$ cat config.mk
export PLATFORM = sky130hd
export DESIGN_NAME = cdb_arbiter
export DESIGN_NICKNAME = d
export VERILOG_FILES = /design/src/rtl/cdb_arbiter_pkg.sv /design/src/rtl/cdb_arbiter_rr_priority_sel.sv /design/src/rtl/cdb_arbiter.sv
export SDC_FILE = /design/constraint.sdc
export NUM_CORES = 1
export LEC_CHECK = 0
export CAP_MARGIN = 10
export CELL_PAD_IN_SITES_DETAIL_PLACEMENT = 0
export CELL_PAD_IN_SITES_GLOBAL_PLACEMENT = 1
export CORE_AREA = 2 2 78 80
export DETAILED_ROUTE_END_ITERATION = 7
export DIE_AREA = 0 0 80 82
export DONT_BUFFER_PORTS = 1
export MAX_ROUTING_LAYER = met4
export PLACE_DENSITY_LB_ADDON = 0.1
export SLEW_MARGIN = 20
export SYNTH_ARGS = -nofsm -noshare
export SYNTH_HDL_FRONTEND = slang
export SYNTH_SLANG_ARGS = --single-unit
$ cat constraint.sdc
create_clock -name clock -period 2.3 [get_ports clock]
set_input_delay 0.23 -clock clock [delete_from_list [all_inputs] [get_ports clock]]
set_output_delay 0.23 -clock clock [all_outputs]
set_load 0.03 [all_outputs]
$ cat src/rtl/cdb_arbiter_pkg.sv
// Shared types for the common-data-bus arbiter: FU result packets, the CDB
// broadcast packet and the default number of functional units.
package cdb_arbiter_pkg;

  localparam int XLEN           = 32;
  localparam int ROB_TAG_W      = 5;
  localparam int FU_IDX_W       = 3;
  localparam int NUM_FU_DEFAULT = 4;

  typedef struct packed {
    logic [XLEN-1:0]      v;
    logic [ROB_TAG_W-1:0] rob_tag;
    logic                 take_branch;
    logic                 done;
  } FU_OUT_PACKET;

  typedef struct packed {
    logic                 valid;
    logic [ROB_TAG_W-1:0] rob_tag;
    logic [XLEN-1:0]      v;
    logic                 take_branch;
    logic [FU_IDX_W-1:0]  fu_idx;
  } CDB_PACKET;

endpackage

$ cat src/rtl/cdb_arbiter_rr_priority_sel.sv
// Purely combinational rotating priority search: returns a one-hot grant for
// the first set request found starting at index 'start' and wrapping.
module rr_priority_sel #(
  parameter int N     = 4,
  parameter int PTR_W = $clog2(N)
) (
  input  logic [N-1:0]     req,
  input  logic [PTR_W-1:0] start,
  output logic [N-1:0]     grant
);

  logic [2*N-1:0] req_dbl;
  logic [N-1:0]   req_rot;
  logic [N-1:0]   grant_rot;
  logic [2*N-1:0] grant_dbl;

  // Rotate so 'start' sits at bit 0, take the lowest set bit, rotate back.
  assign req_dbl   = {req, req} >> start;
  assign req_rot   = req_dbl[N-1:0];
  assign grant_rot = req_rot & (~req_rot + N'(1));
  assign grant_dbl = {grant_rot, grant_rot} << start;
  assign grant     = grant_dbl[2*N-1:N];

endmodule

$ cat src/rtl/cdb_arbiter.sv
// Common data bus arbiter: grants one completed FU per cycle and registers its
// result onto the CDB. Define CDB_ROUND_ROBIN_EN for rotating priority.
module cdb_arbiter
  import cdb_arbiter_pkg::*;
#(
  parameter int NUM_FU = NUM_FU_DEFAULT
) (
  input  logic               clock,
  input  logic               reset,
  input  FU_OUT_PACKET       fu_out_packet [NUM_FU],
  input  logic               squash,
  output logic [NUM_FU-1:0]  ack,
  output CDB_PACKET          cdb_packet
);

  localparam int PTR_W = $clog2(NUM_FU);

  logic [NUM_FU-1:0] req;
  logic [NUM_FU-1:0] grant;
  logic [PTR_W-1:0]  ptr;
  CDB_PACKET         cand_chain [NUM_FU+1];
  CDB_PACKET         cdb_d;
  CDB_PACKET         cdb_q;

  // Each granted FU contributes its packet; ack is one-hot so an OR-chain muxes.
  assign cand_chain[0] = '0;
  for (genvar gi = 0; gi < NUM_FU; gi++) begin : g_fu
    CDB_PACKET cand;
    assign req[gi]           = fu_out_packet[gi].done;
    assign cand.valid        = 1'b1;
    assign cand.rob_tag      = fu_out_packet[gi].rob_tag;
    assign cand.v            = fu_out_packet[gi].v;
    assign cand.take_branch  = fu_out_packet[gi].take_branch;
    assign cand.fu_idx       = FU_IDX_W'(gi);
    assign cand_chain[gi+1]  = cand_chain[gi] | (ack[gi] ? cand : '0);
  end

  rr_priority_sel #(
    .N     (NUM_FU),
    .PTR_W (PTR_W)
  ) u_sel (
    .req   (req),
    .start (ptr),
    .grant (grant)
  );

  assign ack = (reset || squash) ? '0 : grant;

`ifdef CDB_ROUND_ROBIN_EN
  logic [PTR_W-1:0] ptr_d;
  logic [PTR_W-1:0] ptr_q;

  always_comb begin
    ptr_d = ptr_q;
    if (|ack) begin
      if (int'(cdb_d.fu_idx) == NUM_FU - 1) ptr_d = '0;
      else                                   ptr_d = PTR_W'(cdb_d.fu_idx) + PTR_W'(1);
    end
  end

  always_ff @(posedge clock) begin
    if (reset) ptr_q <= '0;
    else       ptr_q <= ptr_d;
  end

  assign ptr = ptr_q;
`else
  assign ptr = '0;
`endif

  always_comb begin
    cdb_d = cand_chain[NUM_FU];
  end

  always_ff @(posedge clock) begin
    if (reset) cdb_q <= '0;
    else       cdb_q <= cdb_d;
  end

  assign cdb_packet = cdb_q;

endmodule

-- Word level (Yosys, flattened, before mapping)
Cells that the tools add are included.
- register bits after elaboration: 42
- output and inout port bits: 46
- input port bits: 159
- logic and storage cells: 17
- add/subtract/negate cells: 1
- bitwise operators: 5
- muxes and demuxes: 5
- reduce and logical (&&, ||, !) cells: 1
- operators by type and width (kind ; count):
    $mux W42 ; 4
    $or A42 B42 Y42 ; 3
    $add A4 B1 Y4 const B ; 1
    $and A4 B4 Y4 ; 1
    $mux W4 ; 1
    $not A4 Y4 ; 1
    $logic_or A1 B1 Y1 ; 1

-- Logic depth before layout (Yosys ltp)
- depth after elaboration: 8
- mapped depth: 5
- depth with buffers taken out: 3

-- Modules after synthesis
A second synthesis with hierarchy kept.
- cells, all modules: 213
- area, all modules: 2083.2 um^2
- by module, submodules not included (module ; area each (um^2) ; cells an instance ; instances ; seq. area each (um^2)):
    cdb_arbiter ; 1980.6 ; 195 ; 1 ; 820.8
    rr_priority_sel ; 102.6 ; 18 ; 1 ; 0.0

-- Least setup slack after synthesis
No wires, ideal clock.
- path kind: input-to-output
- from: input port fu_out_packet[78] in the netlist's numbering
- to: output port ack[3]
- path slack: 1037 ps
- path buffers: 2
- stages on the path: 4
- required time: 2070 ps
- data arrival time: 1033 ps
- cell sequence: buf_2 inv_1 clkbuf_1 and3_1
- longest elaborated chain between the ends: 4
- RTL lines (what ; line ; text):
    start: declaration ; cdb_arbiter.sv:10 ; input FU_OUT_PACKET fu_out_packet [NUM_FU],
    $not A4 Y4 ; cdb_arbiter_rr_priority_sel.sv:20 ; assign grant_rot = req_rot & (~req_rot + N'(1));
    $add A4 B1 Y4 ; cdb_arbiter_rr_priority_sel.sv:20 ;
    $and A4 B4 Y4 ; cdb_arbiter_rr_priority_sel.sv:20 ;
    $mux W4 ; cdb_arbiter.sv:47 ; assign ack = (reset || squash) ? '0 : grant;
    end: declaration ; cdb_arbiter.sv:12 ; output logic [NUM_FU-1:0] ack,
Every way passes these cells.

-- Final worst setup path
- from: input port squash
- to: output port ack[3]
- longest elaborated chain between the ends: 2
- RTL lines (what ; line ; text):
    start: declaration ; cdb_arbiter.sv:11 ; input logic squash,
    $logic_or A1 B1 Y1 ; cdb_arbiter.sv:47 ;
    $mux W4 ; cdb_arbiter.sv:47 ;
Every way passes these cells.

==> impl_results.md <==
* Status: finished, final reports clean
* Initial antenna violation count at 0
* CP required at 2070 ps
* Fillers at 604
* PostCTS Resize Cnt at 0
* Crit-path leading delay family: simple AND/OR/NAND/NOR gates
* Synth cell types at 21
* Net switching power at 405 uW
* Tcrit/Tclk final at 64.0%
* CTS tree: done
* Number of synthesized register bits at 41
* Worst IR Drop VDD at 267 uV
* Ys Warns at 0
* Vias in the first global route at 1655
* PortBufs at 0
* Pin count of the biggest net entering global routing at 43
* Post-place setup slack at 761 ps
* Gpl congestion at 0.703
* Worst-margin pin slew at 658 ps
* Clock-pin transition on the worst setup and hold timing paths at 80 ps
* Startpoint types: input pin
* Syn_nets at 394
* Pleak at 0.000654 uW
* Worst hold path class: in2reg
* Routed Antenna Nets at 0
* Critical path's largest stage delay at 550 ps
* Setup repair after global routing missed its margin: false
* Net Sw Frac at 28.0%
* Setup tns final at 0 ps
* WP data arrival at 1240 ps
* WL/cell at 21.2 um
* Max reg flops at 41
* Pint at 1040 uW
* I/O pin count at 205
* Clock Tree Root: clkbuf_8
* Initial Util at 33.6%
* Die area at 6560 um^2
* First-pass GRT wire length at 8290 um
* Clock Path Buffers at 2
* Area growth, synth to finish at 3.89%
* Residual DRC at 0
* Clk network pwr share at 32.9%
* Post-Synthesis Cells at 235
* Setup CP Type: in2out
* Final nets at 377
* Netlist Area Pre-Place at 1930 um^2
* Die Ht at 82 um
* ANT cells at 0
* Tot GR Track Use at 17.3%
* Crit Path Max Fanout at 20
* Core ar. at 5750 um^2
* Overflow after GRT at 0
* Total CTS buffers at 5
* Multi-input gate area at 951 um^2
* Layout cells sized above 1 at 5.96%
* Row count at 28
* Slew HR at 56.0%
* Final Hold Slack at 54.5 ps
* Pins Over Slew Limit at 0
* Final setup margin at 829 ps
* Crit-path cells: nor3_4 > and3_1
* Final setup fails at 0
* Fin util at 34.9%
* Vias at 1848
* Register area share after synthesis at 42.5%
* DRT iter0 DRCs at 63
* Slowest stage cell, crit path: nor3_4
* Max-cap violations at 0
* P per Cell Area at 721 nW/um^2
* Hold Fails Final Rpt at 0
* Vias/cell at 6.31
* Total Wirelength at 6220 um
* CP bufs+invs at 0
* Element type at the critical path end: output port
* Flop pwr share at 58.2%
* H-Tree Depth at 2
* Clock sinks at 41
* Sequential Area at 821 um^2
* Syn avg cell area at 8.22 um^2
* Fmax at 680 MHz
* DR pass1 iterations at 4
* Crit path time final at 1470 ps
* Chip width at 80 um
* Gate power share at 8.9%
-- cell type report --
class                           instances  share of cell area (%)
Multi-Input combinational cell        163                    47.4
Sequential cell                        41                    40.9
Tap cell                               75                    4.68
Clock buffer                            7                    4.30
Timing Repair Buffer                    6                    2.50
Inverter                                1                   0.187
-- stage by stage --
stage	std cells	instance area, um^2	power (uW)
after floorplan	235	1930	982
after global placement	284	1900	982
after detailed placement	284	1900	987
after CTS	291	1990	1470
after global routing	293	2010	1520
final	293	2010	1450
-- layer usage --
metal  vias up  wire length, um  track usage (%)
li1        836                -                -
met5         -                0                -
met4         0               87             6.44
met1       864             2310             18.7
met2       140             3250             30.2
met3         8              576             4.95
-- power by group through the flow --
stage	Sequential (uW)	Combinational, uW	Clock, uW
2_1_floorplan	852	130	0
3_3_place_gp	861	121	0
3_5_place_dp	860	128	0
4_1_cts	843	128	497
5_1_grt	846	146	524
6_report	842	129	475
-- Yosys cell counts --
cell / count / area, um^2
buf_6: 1 / 11.3
o21ai_1: 36 / 180
and2_1: 1 / 6.26
dfxtp_1: 41 / 821
buf_2: 14 / 70.1
clkbuf_2: 1 / 5.00
o21a_1: 1 / 7.51
nor2b_2: 1 / 8.76
nor3_1: 1 / 5.00
nor3b_2: 1 / 12.5
and3_1: 2 / 12.5
a221oi_1: 38 / 333
nand2_1: 38 / 143
o21ai_0: 40 / 200
o211a_1: 1 / 10.0
buf_4: 6 / 45.0
inv_1: 1 / 3.75
nor3_4: 1 / 16.3
clkbuf_1: 8 / 30.0
conb_1: 1 / 3.75
nor4_1: 1 / 6.26
-- path summary, 6_finish.rpt --
path                        endpoint          startpoint  depth (start not counted)  slack (ps)
worst max-delay path          ack[3]              squash                          2         830
worst min-delay path  cdb_packet[25]  fu_out_packet[145]                          2          50
-- cell families after synthesis --
kind of cell	after synthesis	synth area share, %
compound gates	116	37.8
buf+inv	31	8.55
flops	41	42.5
other cells	1	0.194
simple gates	46	10.9
-- cells in the final DEF, fill, tap and decap left out --
master         Yosys  layout
a221oi_1          38      38
clkbuf_1           8       1
inv_1              1       1
o21a_1             1       1
conb_1             1       1
buf_4              6       4
nor4_1             1       1
o21ai_0           40      40
o211a_1            1       1
nor3_4             1       1
nand2_1           38      38
o21ai_1           36      36
nor3b_4            0       1
nor3_1             1       1
and2_1             1       1
dlygate4sd3_1      0       2
and3_1             2       2
nor2b_2            1       1
dfxtp_1           41      41
clkbuf_8           0       6
-- repair_timing --
item                                    CTS  global route
hold buffers                              0             2
endpoints found under the setup margin    0             0
setup buffers                             0             0
endpoints found under the hold margin     0             1
(Power assumes the default switching activity.)
